===== src/rtl/dnn_argmax_fix_if.sv =====
// Handshake bundle between the inference engine, the argmax stage and the consumer.
// Optional scoreboard signals exist only when DNN_ARGMAX_SCORE_EN is defined.
interface dnn_argmax_fix_if #(
    parameter int DATA_WIDTH  = 2,
    parameter int NUM_CLASSES = 10,
    parameter int IDX_WIDTH   = 4
);
    logic                         start;
    logic signed [DATA_WIDTH-1:0] scores [NUM_CLASSES];
    logic                         ack;
    logic                         busy;
    logic                         valid;
    logic [IDX_WIDTH-1:0]         class_idx;
    logic signed [DATA_WIDTH-1:0] max_val;
    logic                         tie;
`ifdef DNN_ARGMAX_SCORE_EN
    logic [IDX_WIDTH-1:0]         label;
    logic                         clr_cnt;
    logic [15:0]                  total_cnt;
    logic [15:0]                  correct_cnt;

    modport master (
        output start, scores, ack, label, clr_cnt,
        input  busy, valid, class_idx, max_val, tie,
        input  total_cnt, correct_cnt
    );
    modport slave (
        input  start, scores, ack, label, clr_cnt,
        output busy, valid, class_idx, max_val, tie,
        output total_cnt, correct_cnt
    );
`else
    modport master (
        output start, scores, ack,
        input  busy, valid, class_idx, max_val, tie
    );
    modport slave (
        input  start, scores, ack,
        output busy, valid, class_idx, max_val, tie
    );
`endif
endinterface


===== src/rtl/dnn_argmax_fix.sv =====
// Serial argmax over the class scores, one compare per clock, lowest index wins ties.
// Define DNN_ARGMAX_SCORE_EN to add label-based accuracy counters.
module dnn_argmax_fix #(
    parameter int DATA_WIDTH  = 2,
    parameter int NUM_CLASSES = 10,
    parameter int IDX_WIDTH   = 4
) (
    input logic              clk,
    input logic              rst,
    dnn_argmax_fix_if.slave  bus
);
    typedef enum logic [1:0] {IDLE, SCAN, DONE} state_t;

    state_t                       state;
    logic signed [DATA_WIDTH-1:0] snap [NUM_CLASSES];
    logic signed [DATA_WIDTH-1:0] best;
    logic signed [DATA_WIDTH-1:0] best_n;
    logic signed [DATA_WIDTH-1:0] cur;
    logic [IDX_WIDTH-1:0]         cnt;
    logic [IDX_WIDTH-1:0]         best_idx;
    logic [IDX_WIDTH-1:0]         idx_n;
    logic                         tie_q;
    logic                         tie_n;
    logic                         last;
    logic                         load;

    logic                         busy_q;
    logic                         valid_q;
    logic [IDX_WIDTH-1:0]         idx_o;
    logic signed [DATA_WIDTH-1:0] max_o;
    logic                         tie_o;

    // A start during a scan is dropped; from IDLE or DONE it (re)loads.
    assign load = bus.start && (state != SCAN);
    assign last = (cnt == IDX_WIDTH'(NUM_CLASSES - 1));
    assign cur  = snap[cnt];

    always_comb begin
        best_n = best;
        idx_n  = best_idx;
        tie_n  = tie_q;
        if (cur > best) begin
            best_n = cur;
            idx_n  = cnt;
            tie_n  = 1'b0;
        end else if (cur == best) begin
            tie_n  = 1'b1;
        end
    end

    always_ff @(posedge clk or negedge rst) begin
        if (!rst) begin
            state    <= IDLE;
            for (int i = 0; i < NUM_CLASSES; i++) snap[i] <= '0;
            best     <= '0;
            best_idx <= '0;
            tie_q    <= 1'b0;
            cnt      <= '0;
            busy_q   <= 1'b0;
            valid_q  <= 1'b0;
            idx_o    <= '0;
            max_o    <= '0;
            tie_o    <= 1'b0;
        end else if (load) begin
            for (int i = 0; i < NUM_CLASSES; i++) snap[i] <= bus.scores[i];
            best     <= bus.scores[0];
            best_idx <= '0;
            tie_q    <= 1'b0;
            cnt      <= IDX_WIDTH'(1);
            state    <= SCAN;
            busy_q   <= 1'b1;
            valid_q  <= 1'b0;
        end else begin
            unique case (state)
                IDLE: ;
                SCAN: begin
                    best     <= best_n;
                    best_idx <= idx_n;
                    tie_q    <= tie_n;
                    if (last) begin
                        state   <= DONE;
                        busy_q  <= 1'b0;
                        valid_q <= 1'b1;
                        idx_o   <= idx_n;
                        max_o   <= best_n;
                        tie_o   <= tie_n;
                    end else begin
                        cnt <= cnt + IDX_WIDTH'(1);
                    end
                end
                DONE: begin
                    if (bus.ack) begin
                        state   <= IDLE;
                        valid_q <= 1'b0;
                    end
                end
                default: state <= IDLE;
            endcase
        end
    end

    assign bus.busy      = busy_q;
    assign bus.valid     = valid_q;
    assign bus.class_idx = idx_o;
    assign bus.max_val   = max_o;
    assign bus.tie       = tie_o;

`ifdef DNN_ARGMAX_SCORE_EN
    logic [IDX_WIDTH-1:0] label_q;
    logic [15:0]          total_q;
    logic [15:0]          correct_q;
    logic                 finish;

    assign finish = (state == SCAN) && last && !load;

    always_ff @(posedge clk or negedge rst) begin
        if (!rst) begin
            label_q   <= '0;
            total_q   <= '0;
            correct_q <= '0;
        end else begin
            if (load) label_q <= bus.label;
            if (bus.clr_cnt) begin
                total_q   <= '0;
                correct_q <= '0;
            end else if (finish) begin
                if (total_q != 16'hFFFF) total_q <= total_q + 16'd1;
                if (idx_n == label_q && !tie_n && correct_q != 16'hFFFF)
                    correct_q <= correct_q + 16'd1;
            end
        end
    end

    assign bus.total_cnt   = total_q;
    assign bus.correct_cnt = correct_q;
`endif
endmodule

===== src/flat_wrapper.sv =====
// flat-port wrapper written by rule: the top's interface ports become plain ports
module dnn_argmax_fix_flat 
#(
    parameter int DATA_WIDTH  = 2,
    parameter int NUM_CLASSES = 10,
    parameter int IDX_WIDTH   = 4
)
  (clk, rst, bus_start, bus_scores, bus_ack, bus_busy, bus_valid, bus_class_idx, bus_max_val, bus_tie);
  dnn_argmax_fix_if #(.DATA_WIDTH(DATA_WIDTH), .NUM_CLASSES(NUM_CLASSES), .IDX_WIDTH(IDX_WIDTH)) bus_i ();
  input logic clk;
  input logic rst;
  input wire logic [$bits(bus_i.start)-1:0] bus_start;
  input wire logic [$bits(bus_i.scores)-1:0] bus_scores;
  input wire logic [$bits(bus_i.ack)-1:0] bus_ack;
  output wire logic [$bits(bus_i.busy)-1:0] bus_busy;
  output wire logic [$bits(bus_i.valid)-1:0] bus_valid;
  output wire logic [$bits(bus_i.class_idx)-1:0] bus_class_idx;
  output wire logic [$bits(bus_i.max_val)-1:0] bus_max_val;
  output wire logic [$bits(bus_i.tie)-1:0] bus_tie;
  assign bus_i.start = bus_start;
  assign bus_i.scores = {>>{bus_scores}};
  assign bus_i.ack = bus_ack;
  assign bus_busy = bus_i.busy;
  assign bus_valid = bus_i.valid;
  assign bus_class_idx = bus_i.class_idx;
  assign bus_max_val = bus_i.max_val;
  assign bus_tie = bus_i.tie;
  dnn_argmax_fix #(.DATA_WIDTH(DATA_WIDTH), .NUM_CLASSES(NUM_CLASSES), .IDX_WIDTH(IDX_WIDTH)) u_core (.clk(clk), .rst(rst), .bus(bus_i));
endmodule

===== config.mk =====
export PLATFORM = sky130hd
export DESIGN_NAME = dnn_argmax_fix_flat
export DESIGN_NICKNAME = d
export VERILOG_FILES = /design/src/rtl/dnn_argmax_fix_if.sv /design/src/rtl/dnn_argmax_fix.sv /design/src/flat_wrapper.sv
export SDC_FILE = /design/constraint.sdc
export NUM_CORES = 1
export LEC_CHECK = 0
export CAP_MARGIN = 20
export CORE_UTILIZATION = 48
export CTS_CLUSTER_DIAMETER = 80
export DETAILED_ROUTE_END_ITERATION = 16
export GPL_TIMING_DRIVEN = 0
export MAX_ROUTING_LAYER = met4
export PLACE_DENSITY = 0.76
export SLEW_MARGIN = 20
export SYNTH_ARGS = -nofsm -noshare
export SYNTH_HDL_FRONTEND = slang
export SYNTH_SLANG_ARGS = --single-unit

===== constraint.sdc =====
create_clock -name clk -period 2.5 [get_ports clk]
set_input_delay 0.75 -clock clk [delete_from_list [all_inputs] [get_ports clk]]
set_output_delay 0.75 -clock clk [all_outputs]
set_load 0.01 [all_outputs]

### Word level (Yosys, flattened, before mapping)

Index checks and enable logic that the tools add are counted.

* output and inout port bits: 9
* register bits: 42

* multiplexer cells: 27
* eq/ne operators: 9
* bitwise gates (word level): 2
* reduce and logical (&&, ||, !) cells: 10
* order comparisons: 2
* add/sub/neg operators: 1

Operator list (number)
* $mux 4: 6
* $mux 2: 8
* $mux 1: 10
* $reduce_and 3->1: 3
* $bmux 2 s4: 1
* $pmux 2 s3: 1
* $ge 5x5->1 const B: 1
* $not 4->5: 1
* $add 4x1->4 const B: 1
* $eq 4x4->1 const B: 1
* $ne 2x1->1 const B: 2
* $reduce_and 2->1: 2
* $reduce_bool 2->1: 2
* $ne 3x1->1 const B: 1
* $ne 3x2->1 const B: 1
* $reduce_bool 3->1: 1
* $eq 2x1->1 const B: 1
* $eq 2x2->1: 1
* $eq 2x2->1 const B: 1
* $gt 2x2->1: 1
* $logic_not 2->1: 1
* $ne 2x2->1 const B: 1
* $pmux 1 s2: 1
* $logic_and 1x1->1: 1
* $not 1->1: 1

### Depth between registers and ports, before layout

Gate-level depths: netlist (run 1).

* depth after elaboration: 9
* gate-level depth with buffers: 12

### Worst setup path before layout (run 1)

Ideal clock, no wire load.

* kind: flip-flop to flip-flop
* start: register u_core.cnt[0]
* end: register u_core.best_idx[0]
* cell stages (with the launch flop): 10
* period minus slack after synthesis: 2.628 ns
* path slack: -0.128 ns
* data arrival time: 2.506 ns
* data required time: 2.378 ns
* path through: dfrtp_1 > mux4_2 > o211ai_1 > nor2b_1 > ha_1 > inv_1 > fa_1 > a21boi_0 > buf_2 > a32o_1

* longest elaborated chain between the ends: 8

RTL lines
* start, declared: RTL line dnn_argmax_fix.sv:19 `logic [IDX_WIDTH-1:0] cnt;`
* start signal, assigned: RTL line dnn_argmax_fix.sv:88 `cnt <= cnt + IDX_WIDTH'(1);`
* $not 4->5 (implied by the code): RTL line dnn_argmax_fix.sv:36 `assign cur = snap[cnt];`
* $bmux 2 s4: RTL line dnn_argmax_fix.sv:36
* $mux 2 (implied by the code) (2 in a row): RTL line dnn_argmax_fix.sv:36
* $gt 2x2->1: RTL line dnn_argmax_fix.sv:42 `if (cur > best) begin`
* $mux 4 *: RTL line dnn_argmax_fix.sv:42
* $mux 4 *: RTL line dnn_argmax_fix.sv:74 `unique case (state)`
* $mux 4 *: RTL line dnn_argmax_fix.sv:64 `end else if (load) begin`
* end signal, assigned: RTL line dnn_argmax_fix.sv:78 `best_idx <= idx_n;`
* end, declared: RTL line dnn_argmax_fix.sv:20 `logic [IDX_WIDTH-1:0] best_idx;`

Every way passes the cells marked *; elsewhere a longest branch is shown, timed or not. The select of a mux whose other input is x is not followed.
A chain may end at the register's enable or synchronous reset.

### Worst setup path in the final report (run 1)

* start: register u_core.cnt[0]
* end: register u_core.best_idx[2]

* longest elaborated chain between the ends: 8

RTL lines (RTL line)
* $not 4->5 (implied by the code): dnn_argmax_fix.sv:36
* $bmux 2 s4: dnn_argmax_fix.sv:36
* $mux 2 (implied by the code) (2 in a row): dnn_argmax_fix.sv:36
* $gt 2x2->1: dnn_argmax_fix.sv:42
* $mux 4: dnn_argmax_fix.sv:42
* $mux 4: dnn_argmax_fix.sv:74
* $mux 4: dnn_argmax_fix.sv:64

Every way passes these cells. The select of a mux whose other input is x is not followed.

==> results.md, run 1 <==
- Max frequency: between 300 and 400 MHz
- Minimum clock period: 2.62 ns
- DIE AREA: approximately 0.0045 mm²
- Final core occ: 0.659
- Vias per cell: between 5 and 6
- Core Footprint: approximately 0.0041 mm²
- Largest net degree at the start of global routing: 30
- Worst path max stage delay: 0.50 ns
- WL per Instance: between 10 and 15 µm
- Most common cell after layout, fill and taps aside: dfrtp_1
- HPWL Detailed: about 2.8 mm
- Met1 wire length: ~1.8 mm
- CTS tree: yes
- Clk Latency, worst-skew pair: ~0.29 ns
- Worst path cell trace: mux4_2 > o211ai_1 > nor2b_2 > ha_2 > inv_2 > fa_2 > a21boi_4 > buf_6 > a32o_1
- RSZ-0062 raised after global routing: yes
- Vias: around 1500
- Maximum VDD drop: roughly 0.00064 V
- Die Height: about 67 µm
- Number of setup violations in the final report: 12
- GPL Wtd Cong: roughly 0.85
- Kind of critical path: reg2reg
- Initial antenna violation count: 0
- Worst clock skew: 0.00588 ns
- P_int: between 0.002 and 0.0025 W
- DP Area: roughly 0.0025 mm²
- Slowest CP cell: mux4_2
- Switching part of the total: 0.399
- WL met3: 139 µm
- Number of buffers on the longest clock path: 2
- Measured slew at the worst slew-check pin: between 0.6 and 0.7 ns
- Cts bufs inserted: 5
- Pleak: 1.16 nW
- Worst-path clk slew: about 0.070 ns
- Num rows: 23
- CTS Hold Bufs: 0
- Layout cells sized above 1: 0.283
- Crit. End Element: flip-flop
- Share of total power in the clock network: 0.107
- Final period utilization: 1.05
- Seq pwr share: 0.310
- Reg2Reg Setup Slack: -0.12 ns
- First-pass GRT wire length: roughly 6.8 mm
- Net Sw Power: around 0.0015 W
- Final instance area: about 0.0027 mm²
- #FFs+latches synth: 42
- Final Slew Violations: 0
- Remaining DRCs: 0
- Antenna-violating nets left: 0
- Max Cap Viol: 0
- Post-synth ARST share: 1.00
- Hold Fails Final Rpt: 0
- Top sig layer: met4
- Crit path setup slack, layout: -0.124 ns
- Nets: between 200 and 300
- Initial DRC count: 56
- Met2 routed WL: around 2.1 mm
- Overflow after GRT: 0
- Pre-antenna DRT Iters: 4
- Cells after Synth: roughly 180
- Total Routing Usage GR: 0.215
- WP data arrival: about 2.8 ns
- Final Routed Wirelength: about 4.0 mm
- Worst path required time: around 2.7 ns
- Worst-path maximum fanout: 5
- Post-synthesis sequential area ratio: 0.513
- I/O pin count: 33
- Worst hold margin: about 0.36 ns
- Setup crit end: u_core.best_idx[2]$_DFFE_PN0P_
- Sink Count: 42
- Syn Std Cell Area: ~0.0020 mm²
- Hold Crit Class: in2async
- Pwr dens: around 1400 mW/mm²
- Mean area per synthesized cell: between 10 and 15 µm²
- Buf+Inv Stages, Crit Path: 2
- Netlist cell types: 35
- WP depth: 9
- Status: finished with violations
- Gate power share: 0.583
- CTS H-tree lvls: 2
- Crit path max-delay family: compound AO/OA/AOI/OAI gates
- Worst Setup SP: u_core.cnt[0]$_DFFE_PN0P_
- Reg2Reg Depth: 9
- # fillers: roughly 330
- CTS root buf: clkbuf_8
- Commonest cells after routing, fill and taps aside: dfrtp_1 (41), clkdlybuf4s50_1 (31), mux2_2 (20)
- Vias in the first global route: between 1500 and 2000
- Starting Density: 0.505
- Failing checks: setup timing
- R2r endpoint: u_core.best_idx[2]$_DFFE_PN0P_
- Synth-to-layout area growth: 30.5%
- Post-synth EDFFs: 0
- Crit path launch type: flip-flop
- Prevailing post-synth register cell: dfrtp_1
- Rel. slew slack: 0.535
- Ant. Diodes: 0
- Yosys warnings: 0
- Post-synth net total: 213
- I/O Buffers: 32
- Reg-to-Reg Start: u_core.cnt[0]$_DFFE_PN0P_
- Die X: just under 70 µm
-- flip-flops by register name, summed over array words and instances, names as in the netlist --
| name | cells |
|---|---|
| u_core.bus.tie | 1 |
| u_core.bus.busy | 1 |
| u_core.snap | 20 |
| u_core.bus.valid | 1 |
| u_core.bus.class_idx | 4 |
| u_core.cnt | 4 |
| u_core.tie_q | 1 |
| u_core.state | 2 |
| u_core.best_idx | 4 |
| u_core.best | 2 |
| u_core.bus.max_val | 2 |
-- cell usage after synthesis (2+ instances only) --
| cell | count | area share |
|---|---|---|
| nor2b_1 | 3 | 0.0092 |
| a32o_1 | 3 | 0.015 |
| a31oi_1 | 5 | 0.015 |
| buf_2 | 6 | 0.015 |
| clkbuf_1 | 2 | 0.0037 |
| o21ai_0 | 10 | 0.024 |
| mux4_2 | 2 | 0.022 |
| inv_1 | 11 | 0.020 |
| nand3_1 | 3 | 0.0073 |
| mux2_2 | 20 | 0.11 |
| nor2_1 | 10 | 0.018 |
| nand3b_1 | 2 | 0.0073 |
| nand2_1 | 18 | 0.033 |
| a21oi_1 | 3 | 0.0073 |
| a21boi_0 | 2 | 0.0073 |
| o31ai_1 | 2 | 0.0073 |
| mux2i_1 | 7 | 0.034 |
| ha_1 | 7 | 0.043 |
| a21o_1 | 2 | 0.0073 |
| dfrtp_1 | 42 | 0.51 |
| buf_4 | 2 | 0.0073 |
| nor3_1 | 6 | 0.015 |
-- stage by stage --
stage	TNS [ns]	total power [W]	worst slack (ns)	std cells
finish	-0.967	0.00377	-0.124	276
global route	-2.36	0.00406	-0.224	276
CTS	-0.627	0.00355	-0.0839	276
detailed placement	-1.67	0.00291	-0.219	264
global placement	-18.16	0.00286	-0.550	263
floorplan	0	0.00244	0.0345	181
-- repair_timing --
action,CTS,global route
setup endpoints to repair,12,14
hold endpoints to repair,0,0
buffers inserted,4,0
resized for setup,9,21
pin swaps,2,9
cloned,1,0
-- how the worst min path moves through the flow --
stage / start / end / depth (start not counted)
6_report: rst / u_core.bus.class_idx[1]$_DFFE_PN0P_ / 1
4_1_cts: rst / u_core.snap[9]$_DFFE_PN0P_ / 1
5_1_grt: rst / u_core.bus.max_val[1]$_DFFE_PN0P_ / 1
2_1_floorplan: u_core.tie_q$_DFFE_PN0P_ / u_core.tie_q$_DFFE_PN0P_ / 2
3_3_place_gp: u_core.tie_q$_DFFE_PN0P_ / u_core.tie_q$_DFFE_PN0P_ / 2
3_5_place_dp: u_core.bus.busy$_DFFE_PN0P_ / u_core.bus.busy$_DFFE_PN0P_ / 1
-- layout make-up --
| class | instances | area [µm²] | share of cell area |
|---|---|---|---|
| sequential | 42 | 1050 | 0.394 |
| inverter | 11 | 41.3 | 0.0154 |
| clock inverter | 2 | 10.0 | 0.00374 |
| tap | 50 | 62.6 | 0.0234 |
| multi-input combinational | 118 | 1000 | 0.374 |
| buffer | 10 | 62.6 | 0.0234 |
| clock buffer | 5 | 68.8 | 0.0257 |
| timing repair buffer | 38 | 377 | 0.141 |
-- power groups by stage --
stage,combinational (W),clock (W),sequential [W]
after detailed placement,0.00172,0,0.00119
after floorplan,0.00128,0,0.00116
after CTS,0.00197,0.000417,0.00117
after global routing,0.00240,0.000448,0.00121
final,0.00220,0.000404,0.00117
after global placement,0.00169,0,0.00117
-- kinds of logic after synthesis --
logic type               count (synthesis)  share of synthesized area
XOR/XNOR                                 1                    0.00428
multiplexers                            29                      0.166
flip-flops                              42                      0.513
buffers and inverters                   21                     0.0458
AND/OR/NAND/NOR                         45                      0.100
AO/OA/AOI/OAI                           35                      0.118
adder cells (fa/ha/maj)                  8                     0.0525
-- routing by layer --
metal	vias up	GRT usage
li1	724	-
met1	734	0.257
met2	28	0.354
met3	5	0.0608
met4	0	0.0612
met5	-	-
Power figures use the tool's default switching activity.
==> run 2, diff against run 1 <==
--- a/config.mk
+++ b/config.mk
@@ -12,6 +12,7 @@
 export GPL_TIMING_DRIVEN = 0
 export MAX_ROUTING_LAYER = met4
 export PLACE_DENSITY = 0.76
+export RECOVER_POWER = 25
 export SLEW_MARGIN = 20
 export SYNTH_ARGS = -nofsm -noshare
 export SYNTH_HDL_FRONTEND = slang
==> run 2 against run 1 <==
The flow still finishes with violations (setup timing). Maximum frequency increased by 0.15%. Critical path depth stayed put. Cell area fell by 0.61%. Utilization is 0.40 points lower.
==> results.md, run 2 (synthesis gave the netlist of run 1 again) <==
- Sink Count: 42 (unchanged)
- Gate power share: 0.583 (about the same)
- P_int: 0.00227 W (about the same)
- Largest reg by FF count: u_core.snap (unchanged)
- Layout cells sized above 1: 0.279 (was 0.283)
- Pre-antenna DRT Iters: 4 (unchanged)
- Initial antenna violation count: 0 (unchanged)
- Hold Crit Class: reg2reg (was in2async)
- Remaining DRCs: 0 (unchanged)
- Final core occ: 0.655 (was 0.659)
- Max Cap Viol: 0 (unchanged)
- CTS Hold Bufs: 0 (unchanged)
- Worst clock skew: 0.00540 ns (was 0.00588 ns)
- Final period utilization: 1.05 (about the same)
- Ant. Diodes: 0 (unchanged)
- Pre-CTS WS: -0.219 ns (unchanged)
- Vias: 1497 (was 1491)
- Pleak: 1.15 nW (was 1.16 nW)
- Kind of critical path: reg2reg (unchanged)
- Die X: 67.3 µm (unchanged)
- Net Sw Power: 0.00151 W (about the same)
- Worst hold margin: 0.476 ns (was 0.355 ns)
- Overflow after GRT: 0 (unchanged)
- Number of buffers on the longest clock path: 2 (unchanged)
- Worst-path clk slew: 0.07 ns (about the same)
- Switching part of the total: 0.399 (about the same)
- CTS tree: yes (unchanged)
- Commonest cells after routing, fill and taps aside: dfrtp_1 (41), clkdlybuf4s50_1 (31), mux2_2 (20) (unchanged)
- I/O pin count: 33 (unchanged)
- Core Footprint: 0.00406 mm² (unchanged)
- Crit path launch type: flip-flop (unchanged)
- Seq pwr share: 0.310 (about the same)
- Starting Density: 0.505 (unchanged)
- Pwr dens: 1420 mW/mm² (was 1410 mW/mm²)
- Vias in the first global route: 1536 (unchanged)
- Synth-to-layout area growth: 29.7% (was 30.5%)
- CTS root buf: clkbuf_8 (unchanged)
- Number of setup violations in the final report: 12 (unchanged)
- Total Routing Usage GR: 0.215 (unchanged)
- Final Slew Violations: 0 (unchanged)
- Vias per cell: 5.42 (was 5.40)
- Rel. slew slack: 0.497 (was 0.535)
- Num rows: 23 (unchanged)
- Final TNS setup: -0.939 ns (was -0.967 ns)
- Max frequency: 382 MHz (was 381 MHz)
- Cts bufs inserted: 5 (unchanged)
- WP data arrival: 2.80 ns (about the same)
- Minimum clock period: 2.62 ns (about the same)
- Initial DRC count: 58 (was 56)
- Hold Fails Final Rpt: 0 (unchanged)
- I/O Buffers: 32 (unchanged)
- GPL Wtd Cong: 0.855 (unchanged)
- Worst path required time: 2.68 ns (about the same)
- Crit path setup slack, layout: -0.120 ns (was -0.124 ns)
- Failing checks: setup timing (unchanged)
- RSZ-0062 raised after global routing: yes (unchanged)
- Status: finished with violations (unchanged)
- Most common cell after layout, fill and taps aside: dfrtp_1 (unchanged)
- Final Routed Wirelength: 4.03 mm (was 4.02 mm)
- Nets: 258 (unchanged)
- Largest net degree at the start of global routing: 30 (unchanged)
- CTS H-tree lvls: 2 (unchanged)
- # fillers: 327 (was 326)
- First-pass GRT wire length: 6.80 mm (unchanged)
- Max reg flops: 20 (unchanged)
- Share of total power in the clock network: 0.107 (about the same)
- DIE AREA: 0.00453 mm² (unchanged)
- Clk Latency, worst-skew pair: 0.29 ns (about the same)
- Maximum VDD drop: 0.000632 V (was 0.000637 V)
- Antenna-violating nets left: 0 (unchanged)
- WL per Instance: 14.6 µm (about the same)
- HPWL Detailed: 2.81 mm (unchanged)
- Measured slew at the worst slew-check pin: 0.754 ns (was 0.695 ns)
- Die Height: 67.3 µm (unchanged)
- Worst-path maximum fanout: 5 (unchanged)
- Crit. End Element: flip-flop (unchanged)
## run 2: cell count changes in the layout (fill, tap and decap cells not counted), sizes merged
cell    change
clkbuf      +2
buf         -2
## run 2: area by class of cell
cell class,count,area [µm²],area share
clock buffer,5,68.8,0.0259
clock inverter,2,10.0,0.00377
multi-input combinational,118,1000,0.376
sequential,42,1050,0.396
inverter,11,41.3,0.0155
buffer,10,62.6,0.0235
tap,50,62.6,0.0235
timing repair buffer,38,360,0.136
## run 2: path summary, 6_finish.rpt
| path | from | endpoint | slack, ns | cells past startpoint |
|---|---|---|---|---|
| max | u_core.cnt[0]$_DFFE_PN0P_ | u_core.best_idx[2]$_DFFE_PN0P_ | -0.12 | 9 |
| min | u_core.bus.busy$_DFFE_PN0P_ | u_core.bus.busy$_DFFE_PN0P_ | 0.48 | 1 |
| max reg2reg | u_core.cnt[0]$_DFFE_PN0P_ | u_core.best_idx[2]$_DFFE_PN0P_ | -0.12 | 9 |
| min reg2reg | u_core.bus.busy$_DFFE_PN0P_ | u_core.bus.busy$_DFFE_PN0P_ | 0.48 | 1 |
| max in group asynchronous | rst | u_core.cnt[0]$_DFFE_PN0P_ | 0.79 | 2 |
| min in group asynchronous | rst | u_core.bus.max_val[1]$_DFFE_PN0P_ | 0.50 | 1 |
## run 2: per-layer routing
metal,vias up,GRT usage,part of all wire
li1,728,-,-
met1,739,0.257,0.45
met2,26,0.354,0.52
met3,4,0.0608,0.031
met4,0,0.0612,0.0042
met5,-,-,0
## run 2: worst max-delay path, stage by stage (launching register included)
cell and delay (ns):
dfrtp_2 0.41, mux4_2 0.50, o211ai_1 0.29, nor2b_2 0.20
ha_2 0.17, inv_2 0.04, fa_2 0.34, a21boi_4 0.18
buf_6 0.15, a32o_1 0.24
## run 2: power groups by stage
stage	registers, W	clock network [W]	logic, W
3_5_place_dp	0.00119	0	0.00172
2_1_floorplan	0.00116	0	0.00128
5_1_grt	0.00121	0.000448	0.00240
6_report	0.00117	0.000403	0.00220
3_3_place_gp	0.00117	0	0.00169
4_1_cts	0.00117	0.000417	0.00197
## run 2: repair_timing
action / CTS / global route
gates cloned: 1 / 0
endpoints found under the setup margin: 12 / 14
resized for setup: 9 / 21
pin swaps: 2 / 9
buffers inserted: 4 / 0
## run 2: stage by stage
| stage | power, W | std cells | instance area (µm²) |
|---|---|---|---|
| after CTS | 0.00355 | 276 | 2610 |
| final | 0.00377 | 276 | 2660 |
| after detailed placement | 0.00291 | 264 | 2460 |
| after global placement | 0.00286 | 263 | 2450 |
| after global routing | 0.00406 | 276 | 2660 |
| after floorplan | 0.00244 | 181 | 2070 |
==> run 3, diff against run 2 <==
--- a/config.mk
+++ b/config.mk
@@ -10,6 +10,7 @@
 export CTS_CLUSTER_DIAMETER = 80
 export DETAILED_ROUTE_END_ITERATION = 16
 export GPL_TIMING_DRIVEN = 0
+export HOLD_SLACK_MARGIN = 0.06
 export MAX_ROUTING_LAYER = met4
 export PLACE_DENSITY = 0.76
 export RECOVER_POWER = 25
==> results of run 3 <==
Same layout as run 2: the final DEF is identical, and so are final timing and power.
